[src/rtl/pixel_pack_if.sv]
// pixel_pack_if: byte-in / RGB-triplet-out handshake bundle for pixel_pack
interface pixel_pack_if;
  logic       s_valid;
  logic       s_ready;
  logic [7:0] s_data;
  logic       s_last;
  logic       m_valid;
  logic       m_ready;
  logic [7:0] m_rgb [3];
  logic       m_last;
  modport slave (input s_valid, s_data, s_last, m_ready, output s_ready, m_valid, m_rgb, m_last);
  modport master (output s_valid, s_data, s_last, m_ready, input s_ready, m_valid, m_rgb, m_last);
endinterface

[src/rtl/pixel_pack.sv]
// pixel_pack: packs serial component bytes into RGB triplets with optional inversion and a triplet counter
module pixel_pack #(
  parameter bit INVERT = 1'b1,
  parameter int CNT_W  = 16
) (
  input  logic             clk,
  input  logic             rst_n,
  pixel_pack_if.slave      bus,
  output logic             err_short,
  output logic [CNT_W-1:0] tri_count
);
  localparam logic [1:0] COLLECT0 = 2'd0, COLLECT1 = 2'd1, COLLECT2 = 2'd2;
  logic [1:0] idx;
  logic [7:0] stage [2];
  logic [7:0] val;
  logic       acc, done, xfer;
  assign val = INVERT ? 8'hFF - bus.s_data : bus.s_data;
  assign bus.s_ready = (idx != COLLECT2) || !bus.m_valid || bus.m_ready;
  assign acc = bus.s_valid && bus.s_ready;
  assign done = acc && idx == COLLECT2;
  assign xfer = bus.m_valid && bus.m_ready;
  always_ff @(posedge clk or negedge rst_n) begin
    if (!rst_n) begin
      idx <= COLLECT0;
      stage[0] <= '0;
      stage[1] <= '0;
      bus.m_rgb[0] <= '0;
      bus.m_rgb[1] <= '0;
      bus.m_rgb[2] <= '0;
      bus.m_valid <= 1'b0;
      bus.m_last <= 1'b0;
      err_short <= 1'b0;
      tri_count <= '0;
    end else begin
      err_short <= acc && bus.s_last && idx != COLLECT2;
      bus.m_valid <= done || (bus.m_valid && !bus.m_ready);
      if (acc) idx <= (idx == COLLECT2 || bus.s_last) ? COLLECT0 : idx + 2'd1;
      if (acc && idx == COLLECT0) stage[0] <= val;
      if (acc && idx == COLLECT1) stage[1] <= val;
      if (done) begin
        bus.m_rgb[0] <= stage[0];
        bus.m_rgb[1] <= stage[1];
        bus.m_rgb[2] <= val;
        bus.m_last <= bus.s_last;
      end
      if (xfer) tri_count <= tri_count + 1'b1;
    end
  end
endmodule

[src/flat_wrapper.sv]
// flat-port wrapper written by rule: the top's interface ports become plain ports
module pixel_pack_flat 
#(
  parameter bit INVERT = 1'b1,
  parameter int CNT_W  = 16
)
  (clk, rst_n, err_short, tri_count, bus_s_valid, bus_s_data, bus_s_last, bus_m_ready, bus_s_ready, bus_m_valid, bus_m_rgb, bus_m_last);
  pixel_pack_if bus_i ();
  input  logic clk;
  input  logic rst_n;
  output logic err_short;
  output logic [CNT_W-1:0] tri_count;
  input wire logic [$bits(bus_i.s_valid)-1:0] bus_s_valid;
  input wire logic [$bits(bus_i.s_data)-1:0] bus_s_data;
  input wire logic [$bits(bus_i.s_last)-1:0] bus_s_last;
  input wire logic [$bits(bus_i.m_ready)-1:0] bus_m_ready;
  output wire logic [$bits(bus_i.s_ready)-1:0] bus_s_ready;
  output wire logic [$bits(bus_i.m_valid)-1:0] bus_m_valid;
  output wire logic [$bits(bus_i.m_rgb)-1:0] bus_m_rgb;
  output wire logic [$bits(bus_i.m_last)-1:0] bus_m_last;
  assign bus_i.s_valid = bus_s_valid;
  assign bus_i.s_data = bus_s_data;
  assign bus_i.s_last = bus_s_last;
  assign bus_i.m_ready = bus_m_ready;
  assign bus_s_ready = bus_i.s_ready;
  assign bus_m_valid = bus_i.m_valid;
  assign bus_m_rgb = {>>{bus_i.m_rgb}};
  assign bus_m_last = bus_i.m_last;
  pixel_pack #(.INVERT(INVERT), .CNT_W(CNT_W)) u_core (.clk(clk), .rst_n(rst_n), .bus(bus_i), .err_short(err_short), .tri_count(tri_count));
endmodule
[config.mk]
export PLATFORM = sky130hd
export DESIGN_NAME = pixel_pack_flat
export DESIGN_NICKNAME = d
export VERILOG_FILES = /design/src/rtl/pixel_pack_if.sv /design/src/rtl/pixel_pack.sv /design/src/flat_wrapper.sv
export SDC_FILE = /design/constraint.sdc
export NUM_CORES = 1
export LEC_CHECK = 0
export ABC_AREA = 1
export BUFFER_PORTS_ARGS = -buffer_cell sky130_fd_sc_hd__buf_2
export CORE_MARGIN = 2
export CORE_UTILIZATION = 35
export CTS_CLUSTER_DIAMETER = 60
export DETAILED_ROUTE_END_ITERATION = 10
export PLACE_DENSITY_LB_ADDON = 0.1
export SYNTH_ARGS = -nofsm -noshare
export SYNTH_HDL_FRONTEND = slang
export SYNTH_SLANG_ARGS = --single-unit
[constraint.sdc]
create_clock -name clk -period 1.7 [get_ports clk]
set_clock_uncertainty 0.2 [all_clocks]
set_input_delay 0.255 -clock clk [delete_from_list [all_inputs] [get_ports clk]]
set_output_delay 0.255 -clock clk [all_outputs]
set_load 0.01 [all_outputs]
==> results of run 1 <==
-- power by group --
group	leakage, nW	internal [mW]	switching (mW)
sequential	0.760	1.94	0.339
combinational	1.05	0.762	0.825
clock	0.0833	0.558	0.529
-- worst reg2reg max path, delay by kind of cell (launching register included) --
kind,cells,cell delay [ps]
AND/OR/NAND/NOR,2,190
AO/OA/AOI/OAI,2,310
adder cells (fa/ha/maj),1,190
flip-flops,1,410
buffers and inverters,2,320
-- cells in the mapped netlist (3+ instances only) --
master	number	area, µm²
buf_2	7	35.0
xor2_1	7	61.3
nand4_1	6	37.5
dfrtp_1	61	1530
inv_1	23	86.3
xnor2_1	3	26.3
nor2_1	6	22.5
nor3_1	3	15.0
nand3_1	24	120
nor2_2	4	25.0
o21ai_1	25	125
ha_1	4	50.1
nand2_1	89	334
nand2_2	4	25.0
-- layout by cell type, fill, tap and decap left out, drive strengths merged, types with 2 or more instances in the layout --
cell | Yosys | final
nand4 | 6 | 6
o21ai | 27 | 27
clkbuf | 0 | 15
nor3 | 3 | 3
inv | 25 | 25
ha | 4 | 4
clkinv | 0 | 2
xor2 | 7 | 7
nor2 | 12 | 12
dfrtp | 61 | 61
dlygate4sd3 | 0 | 9
nand2 | 94 | 94
buf | 9 | 77
xnor2 | 3 | 3
nand3 | 24 | 24
-- metrics by stage --
stage                     hold WS [ps]  std cells  setup WS, ps
after global routing              47.0        471         -83.1
final                             33.2        471         -26.3
after detailed placement          43.4        434          26.3
after floorplan                   -241        277          22.1
after CTS                         11.2        462         -25.4
after global placement            50.8        434          82.0
-- worst paths after layout --
check	cells past startpoint	slack, ps	end
min in group asynchronous	3	230	u_core.bus.m_rgb[9]
worst min register to register	2	260	u_core.bus.m_rgb[9]
worst max register to register	7	-30	u_core.bus.m_rgb[4]
max in group asynchronous	3	820	u_core.tri_count[14]
worst max-delay path	7	-30	u_core.bus.m_rgb[4]
worst min-delay path	4	30	u_core.bus.m_valid
-- routing by layer --
| layer | up-vias | global-route usage | wire length (µm) |
|---|---|---|---|
| met5 | - | 0 | 0 |
| met4 | 0 | 0.0526 | 45 |
| met3 | 4 | 0.0444 | 248 |
| met2 | 44 | 0.222 | 2780 |
| met1 | 1011 | 0.235 | 3290 |
| li1 | 1070 | - | - |
-- final cells by class --
type                    instances  share of cell area
clock buffers                  13              0.0408
clock inverters                 2             0.00275
repair buffers                 89               0.185
well taps                      99              0.0340
multi-input cells             182               0.293
inverters                      25              0.0257
flip-flops and latches         61               0.419
-- state kept, by name, summed over array words and instances, names as in the netlist --
signal and flops:
u_core.stage 16, u_core.idx 2, u_core.bus.m_valid 1, u_core.err_short 1, u_core.bus.m_last 1, u_core.tri_count 16, u_core.bus.m_rgb 24
-- cell families after synthesis --
family	synth area share
AO/OA/AOI/OAI	0.0605
flip-flops	0.591
buffers and inverters	0.0557
adder cells (fa/ha/maj)	0.0194
XOR/XNOR	0.0339
AND/OR/NAND/NOR	0.240
-- timing repair --
item | in CTS | in global routing
endpoints found under the setup margin | 1 | 44
resized for setup | 6 | 40
pin swaps | 2 | 1
hold buffers | 9 | 0
endpoints found under the hold margin | 85 | 0
cloned | 1 | 3
buffers inserted | 3 | 6
==> impl_metrics.toml, run 1 <==
[logic_synthesis]
synthCells = 277
synth_ff_type = "dfrtp_1"
ys_ff_latch = 61
synth.distinct_cells = 21
synth_edf_count = 0
syn_area_per_cell_um2 = 9.33
yosysWarnings = 0
ys_seq_area_frac = 0.591
netlist_area_um2 = 2580
synthesis.nets = 294
synthArstFlopShare = 1.00

[timing]
relSlewSlack = 0.831
rsz0062_at_grt = "yes"
report.final.setup_viol = 14
worst_slack_ps = -26.3
fin_setup_tns_ps = -155
drv_slew = 0
timing.fmax_mhz = 579
timing.final.crit_period_ps = 1730
timing.final.crit_share = 1.02
tightest_slew_ps = 251
hold_violations = 0

[clocking]
clock_path_buffers = 2
clkSinkCount = 61
path_clk_slew_ps = 70
root_buffer = "clkbuf_8"
clk_latency_ps = 330
cts_made_buffers = 9
cts_tree = "done"
h-tree-depth = 3

[final_layout]
multi_input_area_um2 = 1070
antennaDiodeCount = 0
syn2layout_area_growth_pct = 41.0
layout.nets = 385
drive_gt1_frac = 0.363
regArea_um2 = 1530
fin_util = 0.505
postLayoutCellArea_um2 = 3650
fillerInstances = 694

[route]
drt_pass1_iterations = 4
routed_wl_mm = 6.36
wire_per_inst_um = 13.5
initialDrtViolationCount = 80
num_vias = 2129
ant_nets = 0
viasPerCell = 4.52
drc = 0

[worst_setup_path]
startpoint = "u_core.idx[1]"
path_class = "flop to flop"
path_cells = "ha_4 > buf_6 > a31oi_4 > nand2_4 > clkbuf_16 > nand2_2 > o21ai_1"
cp_max_fo = 7
critPathTopFamily = "flip-flops"
end_kind = "flop"
r2r_start = "u_core.idx[1]"
start_kind = "flop"
critPathRequiredTime_ps = 1720
path_buf_inv = 2
cpMaxStageDelayCell = "dfrtp_1"
critical_path.max_stage_delay_ps = 410
crit_arrival_ps = 1740

[min_path]
holdCritPathClass = "primary input to flop"
min-delay-start = "bus_m_ready"

[grt]
grt_pass1_vias = 2002
grt_start_max_net_pins = 42
gr-total-overflow = 0
grt_pass1_wl_mm = 10.2
grt_use_total = 0.158
antenna_found_initial = 0

[placement]
io_buffers = 56
dpl.hpwl_mm = 4.08
place_area_um2 = 3060
gp_congestion = 0.746

[floorplan]
ios = 57
start_util = 0.358
coreArea_um2 = 7210
die_w_um = 89.9
die_y_um = 89.9
row_count = 31
die_area_um2 = 8090

[power]
power_density_nw_per_um2 = 1360
vdd_drop_max_v = 0.000647
p_total_mw = 4.96
p_leak_nw = 1.89

[status]
violations = "setup timing"
status = "finished with violations"

[run]
drv_cap = 0
Power figures use the tool's default switching activity.
==> run 2: changes to the inputs <==
==> constraint.sdc (replaced) <==
create_clock -name clk -period 1.7 [get_ports clk]
set_clock_uncertainty 0.2 [all_clocks]
set_input_delay 0.17 -clock clk [delete_from_list [all_inputs] [get_ports clk]]
set_output_delay 0.17 -clock clk [all_outputs]
set_load 0.01 [all_outputs]
==> run 2 against run 1 <==
  * The flow now finishes without violations
  * Largest power group unchanged
  * Fmax grew 5.7%
  * Register-to-register slack gained 120 ps
  * Clock power grew 36%
  * Critical endpoint is now bus_s_ready
  * Design area is 5.8% lower
  * Highest routed layer unchanged
  * Sequential share of layout area is 2.5 points higher
==> impl_metrics.toml, run 2 (synthesis gave the netlist of run 1 again) <==
[status]
status = "finished, final reports clean"

[floorplan]
ios = 57
row_count = 31
die_y_um = 89.9
start_util = 0.358
coreArea_um2 = 7210
die_area_um2 = 8090
die_w_um = 89.9

[worst_setup_path]
start_kind = "flop"
end_kind = "primary output"
crit_arrival_ps = 1260
cp_max_fo = 3
path_cells = "inv_2 > ha_4 > buf_8 > nand3_2 > buf_2"
r2r_end = "u_core.stage[15]"
critical_path.max_stage_delay_ps = 380
path_class = "flop to primary output"
r2r_start = "u_core.idx[1]"
startpoint = "u_core.idx[0]"
critPathTopFamily = "flip-flops"
cpMaxStageDelayCell = "dfrtp_1"
rrSetupSlack_ps = 90
critPathRequiredTime_ps = 1330
rr_worst_depth = 5
path_buf_inv = 3

[min_path]
holdCritPathClass = "primary input to asynchronous set/reset pin"

[run]
drv_cap = 0

[final_layout]
largest_reg_flops = 24
syn2layout_area_growth_pct = 32.9
layout_common_cells = "nand2_1, dfrtp_1, buf_2"
largest_register = "u_core.bus.m_rgb"
drive_gt1_frac = 0.283
reg.largest.list = "u_core.bus.m_rgb x24, u_core.stage x16, u_core.tri_count x16"
mostFrequentLayoutCell = "nand2_1"
fillerInstances = 741
layout.nets = 379
antennaDiodeCount = 0
postLayoutCellArea_um2 = 3430
fin_util = 0.476

[grt]
antenna_found_initial = 0
grt_pass1_vias = 2017
gr-total-overflow = 0
grt_pass1_wl_mm = 10.1
grt_start_max_net_pins = 42
grt_use_total = 0.158

[route]
wire_per_inst_um = 12.9
routed_wl_mm = 6.01
drc = 0
num_vias = 2081
initialDrtViolationCount = 84
ant_nets = 0
drt_pass1_iterations = 5
viasPerCell = 4.47

[clocking]
clkSinkCount = 61
clock_path_buffers = 2
path_clk_slew_ps = 70
clk_latency_ps = 340
cts_made_buffers = 9
cts_tree = "done"
h-tree-depth = 3
root_buffer = "clkbuf_8"

[timing]
fin_setup_tns_ps = 0
drv_slew = 0
timing.final.crit_period_ps = 1630
hold_ws_ps = 146
relSlewSlack = 0.659
tightest_slew_ps = 512
timing.fmax_mhz = 612
rsz0062_at_grt = "yes"
report.final.setup_viol = 0
timing.final.crit_share = 0.961
hold_violations = 0

[placement]
dpl.hpwl_mm = 4.05
io_buffers = 56
gp_congestion = 0.750
place_area_um2 = 3030

[power]
p_leak_nw = 1.82
vdd_drop_max_v = 0.000646
power_density_nw_per_um2 = 1470
==> run 2: cell types whose count changed in the layout (fill, tap and decap cells not counted), moves of 6 or more <==
cell	delta
nand2_1	+18
nand2_2	-10
nand2_4	-6
o21ai_1	+6
o21ai_2	-6
==> run 2: layer usage <==
metal,track usage,vias to the layer above,wire length [µm]
met5,0,-,0
met4,0.0654,0,117
met3,0.0402,10,325
met2,0.223,50,2510
met1,0.231,971,3050
li1,-,1050,-
==> run 2: how the worst max path moves through the flow <==
stage	slack, ps	cells past startpoint	end
after floorplan	110	5	bus_s_ready
after global placement	80	6	u_core.stage[12]
after detailed placement	60	7	u_core.bus.m_last
after CTS	30	5	bus_s_ready
after global routing	-20	5	u_core.stage[3]
final	70	5	bus_s_ready
==> run 2: final cells by class <==
type                    instances  area, µm²  share of cell area
inverters                      25       93.8              0.0273
repair buffers                 83        531               0.154
well taps                      99        124              0.0361
clock buffers                  12        155              0.0452
multi-input cells             182        935               0.272
flip-flops and latches         61       1530               0.444
clock inverters                 4       70.1              0.0204
==> run 2: worst reg2reg max path, delay by kind of cell (launching register included) <==
family / cells / cell delay [ps]
AOI/OAI and AO/OA: 2 / 310
DFF: 1 / 410
adders and majority gates: 1 / 190
and+or+nand+nor: 2 / 380
==> run 2: metrics by stage <==
stage	instances	worst slack (ps)	total power, mW
6_report	466	66.6	5.04
5_1_grt	466	-21.2	5.38
4_1_cts	464	34.6	5.09
3_5_place_dp	434	59.2	3.54
3_3_place_gp	434	82.3	3.51
2_1_floorplan	277	107	2.93
==> run 2: repair_timing <==
action / 4_1_cts / 5_1_grt
buffers inserted: 1 / 2
resized for setup: 5 / 2
hold buffers: 12 / 0
pin swaps: 0 / 1
endpoints found under the setup margin: 1 / 19
hold endpoints to repair: 89 / 0
cloned: 1 / 0
==> run 2: where the power goes <==
part           internal, mW  total [mW]  switching (mW)
clock network         0.902        1.48           0.574
registers              1.94        2.23           0.291
logic                 0.590        1.34           0.746
